[config.mk]
export PLATFORM = sky130hd
export DESIGN_NAME = intersection_ctrl
export DESIGN_NICKNAME = d
export VERILOG_FILES = /design/src/rtl/intersection_ctrl.sv
export SDC_FILE = /design/constraint.sdc
export NUM_CORES = 1
export LEC_CHECK = 0
export CAP_MARGIN = 25
export CELL_PAD_IN_SITES_DETAIL_PLACEMENT = 1
export CELL_PAD_IN_SITES_GLOBAL_PLACEMENT = 1
export CORE_MARGIN = 2
export CORE_UTILIZATION = 30
export DETAILED_ROUTE_END_ITERATION = 10
export HOLD_SLACK_MARGIN = 0.03
export PLACE_DENSITY = 0.63
export SLEW_MARGIN = 20
export SYNTH_ARGS = -nofsm -noshare
export SYNTH_HDL_FRONTEND = slang
export SYNTH_SLANG_ARGS = --single-unit
export TNS_END_PERCENT = 10
[constraint.sdc]
create_clock -name clk -period 4.6 [get_ports clk]
set_input_delay 0.92 -clock clk [delete_from_list [all_inputs] [get_ports clk]]
set_output_delay 0.92 -clock clk [all_outputs]
set_load 0.01 [all_outputs]
[src/rtl/intersection_ctrl.sv]
// ============================================================================
//  Module   : intersection_ctrl
//  Purpose  : Main/side road traffic-light controller, Moore FSM on a tick
//             time base. Macro INTERSECTION_CTRL_PED_EN adds a pedestrian phase.
//  Revision : 1.0  initial release
// ============================================================================
`default_nettype none

module intersection_ctrl #(
    parameter int GREEN_MIN = 4,
    parameter int GREEN_MAX = 10,
    parameter int YELLOW_T  = 3,
    parameter int ALLRED_T  = 1,
    parameter int WALK_T    = 5,
    parameter int TW        = 8
) (
    input  logic       clk,
    input  logic       rst,
    input  logic       tick,
    input  logic       side_req,
    input  logic       ped_req,
    output logic       main_r,
    output logic       main_y,
    output logic       main_g,
    output logic       side_r,
    output logic       side_y,
    output logic       side_g,
    output logic       walk,
    output logic [2:0] phase,
    output logic       ped_pending
);

    localparam logic [2:0] c_MG   = 3'd0;
    localparam logic [2:0] c_MY   = 3'd1;
    localparam logic [2:0] c_AR1  = 3'd2;
    localparam logic [2:0] c_SG   = 3'd3;
    localparam logic [2:0] c_SY   = 3'd4;
    localparam logic [2:0] c_AR2  = 3'd5;
    localparam logic [2:0] c_WALK = 3'd6;

    localparam logic [TW-1:0] c_GMIN_M1 = TW'(GREEN_MIN - 1);
    localparam logic [TW-1:0] c_GMAX_M1 = TW'(GREEN_MAX - 1);
    localparam logic [TW-1:0] c_YEL_M1  = TW'(YELLOW_T - 1);
    localparam logic [TW-1:0] c_AR_M1   = TW'(ALLRED_T - 1);
    localparam logic [TW-1:0] c_WALK_M1 = TW'(WALK_T - 1);

`ifdef INTERSECTION_CTRL_PED_EN
    localparam logic c_PED_EN = 1'b1;
`else
    localparam logic c_PED_EN = 1'b0;
`endif

    logic [2:0]    r_state;
    logic [2:0]    w_next;
    logic [TW-1:0] r_timer;
    logic          r_side_lat;
    logic          r_ped_pending;
    logic          w_change;

    assign w_change = (w_next != r_state);

    // State, timer and side-road latch
    always_ff @(posedge clk) begin
        if (rst) begin
            r_state    <= c_MG;
            r_timer    <= '0;
            r_side_lat <= 1'b0;
        end else begin
            r_state <= w_next;
            if (w_change)
                r_timer <= '0;
            else if (tick && (r_timer != '1))
                r_timer <= r_timer + 1'b1;
            if ((w_next == c_SG) && (r_state != c_SG))
                r_side_lat <= 1'b0;
            else if (side_req && (r_state != c_SG))
                r_side_lat <= 1'b1;
        end
    end

`ifdef INTERSECTION_CTRL_PED_EN
    always_ff @(posedge clk) begin
        if (rst)
            r_ped_pending <= 1'b0;
        else if ((w_next == c_WALK) && (r_state != c_WALK))
            r_ped_pending <= 1'b0;
        else if (ped_req && (r_state != c_WALK))
            r_ped_pending <= 1'b1;
    end
`else
    logic w_unused_ped;
    assign w_unused_ped  = ped_req;
    assign r_ped_pending = 1'b0;
`endif

    always_comb begin
        w_next = r_state;
        case (r_state)
            c_MG:   if (tick && (r_timer >= c_GMIN_M1) && (r_side_lat || r_ped_pending))
                        w_next = c_MY;
            c_MY:   if (tick && (r_timer == c_YEL_M1))
                        w_next = c_AR1;
            c_AR1:  if (tick && (r_timer == c_AR_M1))
                        w_next = (c_PED_EN && r_ped_pending) ? c_WALK : c_SG;
            // Side green ends at its cap, or early once the minimum is met and the road is clear
            c_SG:   if (tick && ((r_timer == c_GMAX_M1) || ((r_timer >= c_GMIN_M1) && !side_req)))
                        w_next = c_SY;
            c_SY:   if (tick && (r_timer == c_YEL_M1))
                        w_next = c_AR2;
            c_AR2:  if (tick && (r_timer == c_AR_M1))
                        w_next = c_MG;
            c_WALK: if (tick && (r_timer == c_WALK_M1))
                        w_next = r_side_lat ? c_SG : c_MG;
            default: w_next = c_MG;
        endcase
    end

    always_comb begin
        main_r = 1'b0;
        main_y = 1'b0;
        main_g = 1'b0;
        side_r = 1'b0;
        side_y = 1'b0;
        side_g = 1'b0;
        walk   = 1'b0;
        case (r_state)
            c_MG:   begin main_g = 1'b1; side_r = 1'b1; end
            c_MY:   begin main_y = 1'b1; side_r = 1'b1; end
            c_SG:   begin main_r = 1'b1; side_g = 1'b1; end
            c_SY:   begin main_r = 1'b1; side_y = 1'b1; end
            c_WALK: begin main_r = 1'b1; side_r = 1'b1; walk = c_PED_EN; end
            default: begin main_r = 1'b1; side_r = 1'b1; end
        endcase
    end

    assign phase       = r_state;
    assign ped_pending = r_ped_pending;

endmodule

`default_nettype wire

# After elaboration in Yosys (flattened, before gate mapping)
# Cells that the tools add are included.
dict set report word_totals {
  latch_bits 0
  ramBits 0
  input_bits 5
  word_cells 51
  mem_bits_ro 0
  n_memories 0
  out_inout_bits 11
  reg_bits 12
}
dict set report op_classes {
  magnitude_cmp 1
  div_mod_pow 0
  add_sub_neg 1
  n_mul 0
  shift 0
  n_eq_ne 13
  reduce_logical 18
  bitwise_logic 0
  mux 15
}
# operator count
set op_table {}
lappend op_table {{two-way mux 3 bit} 7}
lappend op_table {{case mux 3 bit (7 select lines)} 1}
lappend op_table {{logical AND 1 bit} 10}
lappend op_table {{equality test 3 x 2 -> 1 bit (second input constant)} 3}
lappend op_table {{equality test 3 bit (second input constant)} 3}
lappend op_table {{adder 8 x 1 -> 8 bit (second input constant)} 1}
lappend op_table {{equality test 8 x 2 -> 1 bit (second input constant)} 1}
lappend op_table {{equality test 8 x 3 -> 1 bit (second input constant)} 1}
lappend op_table {{equality test 8 x 4 -> 1 bit (second input constant)} 1}
lappend op_table {{>= comparator 8 x 2 -> 1 bit (second input constant)} 1}
lappend op_table {{logical NOT 8 bit} 1}
lappend op_table {{inequality test 8 bit (second input constant)} 1}
lappend op_table {{OR reduction 2 bit} 4}
lappend op_table {{two-way mux 1 bit} 6}
lappend op_table {{equality test 3 x 1 -> 1 bit (second input constant)} 1}
lappend op_table {{logical NOT 3 bit} 1}
lappend op_table {{inequality test 3 x 2 -> 1 bit (second input constant)} 1}
lappend op_table {{inequality test 3 bit} 1}
lappend op_table {{two-way mux 2 bit} 1}
lappend op_table {{logical NOT 1 bit} 1}
lappend op_table {{logical OR 1 bit} 1}

# Longest topological paths before layout
dict set report depth {
  depth_word 9
  ltp_mapped 6
}

# Worst setup path after synthesis
# Ideal clock, no wire load.
dict set report synth_timing {
  kind {register to output}
  from {register r_state[2], in the netlist phase[2]}
  to {output side_r}
  path_stages_with_launch 4
  path_slack_ns 2.488
  t_required_ns 3.680
  t_arrival_ns 1.192
  path_cell_list {dfxtp_1 > clkbuf_1 > nor3b_1 > nor2_1}
}
dict set report synth_between {
  elab_chain_len 3
}
# element line
set synth_rtl {}
lappend synth_rtl {{start: declaration} 53} ;# logic [2:0] r_state;
lappend synth_rtl {{start signal: assignment} 65} ;# r_state <= c_MG;
lappend synth_rtl {{start signal: assignment} 69} ;# r_state <= w_next;
lappend synth_rtl {{equality test 3 x 2 -> 1 bit or equality test 3 bit (tied branches)} 126} ;# case (r_state)
lappend synth_rtl {{OR reduction 2 bit (no source line) (*)} --}
lappend synth_rtl {{two-way mux 1 bit (*)} 126}
lappend synth_rtl {{end: declaration} 25} ;# output logic side_r,
# Mark *: on every way between the ends. The rest lies on a longest branch, timed or not.

# Worst setup path after layout
# Same ends and word-level chain as after synthesis.

==> flow_summary.toml <==
[sta]
finalCriticalPeriod_ns = 2.76
rsz0062_at_grt = "false"
clock_skew_ns = 0.00155
worst_case_headroom_to_the_max_slew_limit = 0.626
layout_worst_path_cycle_share = 0.600
tns_ns = 0
clock.fmax_ghz = 0.362
final.setup.worst_slack_ns = 1.84
worst_hold_slack_ns = 0.593
max_slew.worst_pin.slew_ns = 0.561
final-hold-violation-count = 0
timing.final.max_slew_violations = 0
setup-violations-final = 0

[layout]
layoutNonFillerInstCount = 171
layout-area-overhead-vs-synth_pct = 16.3
nNetsFinal = 137
multi_input_area_um2 = 682
post_route_cells_drive_above_1_share = 0.142
antenna-diode-count = 0
fill_cells = 393
seqCellArea_um2 = 240

[status]
outcome = "finished clean"

[power_and_ir_drop]
powerDensity_nw_per_um2 = 198
ir_drop_uv = 120
power.total_w = 0.000230
cellLeakagePower_nw = 0.414

[placement]
placed_cells_incl_taps = 167
place.port_buffers = 12
dp_worst_setup_slack_ns = 1.73
hpwlAfterDp_um = 2100
place_congestion = 0.747

[worst_setup_path]
kind_of_start_point_of_the_critical_path = "flop"
timing.setup.critical_path_class = "reg2out"
worstPathMaxFanout = 13
timing.critical_path.arrival_ns = 1.84
kind_of_end_point_of_the_critical_path = "output port"
timing.critical_path.required_ns = 3.68

[clocking]
clock_tree.root_cell = "sky130_fd_sc_hd__clkbuf_4"
clk-insertion-delay-late_ns = 0.27
post-cts-setup-buffers = 0
worst_setup_hold_path_clk_slew_ns = 0.08
post_cts_resized = 0
clock_sink_count = 12
clock_path_buffers = 2
cts.htree.levels = 1
cts_tree = "built"
cts-hold-fix-buffers = 0
cts-buffers-inserted = 3

[yosys]
synthesis.area_per_instance_um2 = 8.34
synth.cells.most_frequent = "12 x sky130_fd_sc_hd__dfxtp_1, 8 x sky130_fd_sc_hd__inv_1, 7 x sky130_fd_sc_hd__clkbuf_1, 7 x sky130_fd_sc_hd__nor2_1, 7 x sky130_fd_sc_hd__nor4_1"
synthCells = 120
leading_area_contributor_after_synthesis = "sky130_fd_sc_hd__dfxtp_1"
postSynthRegisterBits = 12
synth-main-ff-cell = "sky130_fd_sc_hd__dfxtp_1"
synth_sequential_area_ratio = 0.240
synth_edf_count = 0
synthArstFlopShare = 0
synth_top_cells_by_area = "sky130_fd_sc_hd__dfxtp_1 24%, sky130_fd_sc_hd__ha_1 5.0%, sky130_fd_sc_hd__nor4_1 4.4%"
synthAdderAreaFrac = 0.0500
synth_compound_gate_area_share = 0.231
synthMuxAreaShare = 0.0537
synthesized_area_um2 = 1000
synth.top_cell.area_share = 0.240
ys.warnings.count = 0
yosysUniqueCellTypes = 49
yosys.cell_count.top_type = "sky130_fd_sc_hd__dfxtp_1"
synthXorXnorAreaFrac = 0.0175
simple_gate_share_of_the_synthesized_area = 0.321
largest_family_of_logic_cells_by_synthesized_area = "simple AND/OR/NAND/NOR gates"

[grt]
grt_pass1_wl_um = 4730
vias_in_the_first_global_route = 959
grt_max_degree = 14
grt_use_total = 0.168
initial_antenna_violation_count = 0
grt_remaining_overflow = 0

[floorplanning]
dieWidth_um = 61.8
start_util = 0.323
design.portCount = 16
num_rows = 20
placeableCoreArea_um2 = 3100
die-area_um2 = 3810
die_height_um = 61.8

[route]
first_pass_iters = 3
route.detailed.wl_per_inst_um = 16.5
detail_route.wirelength_um = 2830
drtIter0Drc = 15
detail-route-antenna-nets = 0
post-route-drc-count = 0
avgViaCountPerCell = 5.49
vias = 939

[run]
cap_violations = 0

[min_path]
min-delay-path-class = "reg2reg"
metal layers:
layer,part of all wire,vias up,global-route usage
li1,-,460,-
met1,0.52,468,0.237
met2,0.46,9,0.269
met3,0.016,2,0.0248
met4,0.0064,0,0.0456
met5,0,-,0
flip-flops by register name, indices dropped and copies added (netlist names):
name	flops
phase	3
r_side_lat	1
r_timer	8
cells in the final DEF, fill, tap and decap left out, types with 2 or more instances in the layout:
cell / instances
sky130_fd_sc_hd__clkdlybuf4s50_1: 12
sky130_fd_sc_hd__dfxtp_1: 12
sky130_fd_sc_hd__inv_1: 8
sky130_fd_sc_hd__nor2_1: 7
sky130_fd_sc_hd__nor4_1: 7
sky130_fd_sc_hd__nand4_1: 5
sky130_fd_sc_hd__nand2_1: 5
sky130_fd_sc_hd__nand3_1: 5
sky130_fd_sc_hd__a21oi_1: 4
sky130_fd_sc_hd__ha_1: 4
sky130_fd_sc_hd__mux2_2: 3
sky130_fd_sc_hd__o21ai_0: 3
sky130_fd_sc_hd__clkbuf_4: 3
sky130_fd_sc_hd__nor3b_1: 2
sky130_fd_sc_hd__and3b_1: 2
sky130_fd_sc_hd__and3_1: 2
sky130_fd_sc_hd__a31oi_1: 2
sky130_fd_sc_hd__o211ai_2: 2
sky130_fd_sc_hd__nor2b_1: 2
sky130_fd_sc_hd__a41oi_1: 2
sky130_fd_sc_hd__nand3b_1: 2
sky130_fd_sc_hd__mux2i_1: 2
sky130_fd_sc_hd__xnor2_1: 2
sky130_fd_sc_hd__nand2b_1: 2
sky130_fd_sc_hd__o21a_1: 2
sky130_fd_sc_hd__conb_1: 2
final cells by class:
| cell class | instances | area share |
|---|---|---|
| multi-input cells | 91 | 0.586 |
| clock buffers | 4 | 0.0312 |
| flip-flops and latches | 12 | 0.206 |
| inverters | 8 | 0.0258 |
| well taps | 44 | 0.0473 |
| repair buffers | 12 | 0.103 |
through the flow:
stage                util  instance area [um^2]
global placement    0.363                  1130
floorplan               -                  1000
CTS                 0.375                  1160
detailed placement  0.363                  1130
finish              0.375                  1160
global route        0.375                  1160
worst max-delay path: stages (launching register included):
cell	delay (ns)
sky130_fd_sc_hd__dfxtp_1	0.59
sky130_fd_sc_hd__and3b_1	0.32
sky130_fd_sc_hd__nor2_1	0.12
sky130_fd_sc_hd__clkdlybuf4s50_1	0.54
cell families (layout without fill, tap and decap cells):
family / count (synthesis) / count (layout)
adders and majority gates: 4 / 4
AOI/OAI and AO/OA: 28 / 28
buffers and inverters: 18 / 24
DFF: 12 / 12
muxes: 5 / 5
and+or+nand+nor: 50 / 50
other: 1 / 2
xor gates and xnor gates: 2 / 2
report_power, final:
group	switching, W	total [W]	internal (W)	leakage (nW)
Clock	0.0000390	0.0000870	0.0000481	0.0210
Sequential	0.00000460	0.000112	0.000107	0.0974
Combinational	0.0000180	0.0000317	0.0000137	0.295
Total	0.0000615	0.000230	0.000169	0.414
path summary, 6_finish.rpt:
| path | startpoint | end | slack (ns) | cells past startpoint |
|---|---|---|---|---|
| worst min register to register | r_timer[1] | r_timer[1] | 0.59 | 2 |
| worst max register to register | r_timer[7] | r_timer[6] | 2.70 | 4 |
| worst min-delay path | r_timer[1] | r_timer[1] | 0.59 | 2 |
| worst max-delay path | phase[2] | side_r | 1.84 | 3 |
Power figures use the tool's default switching activity.
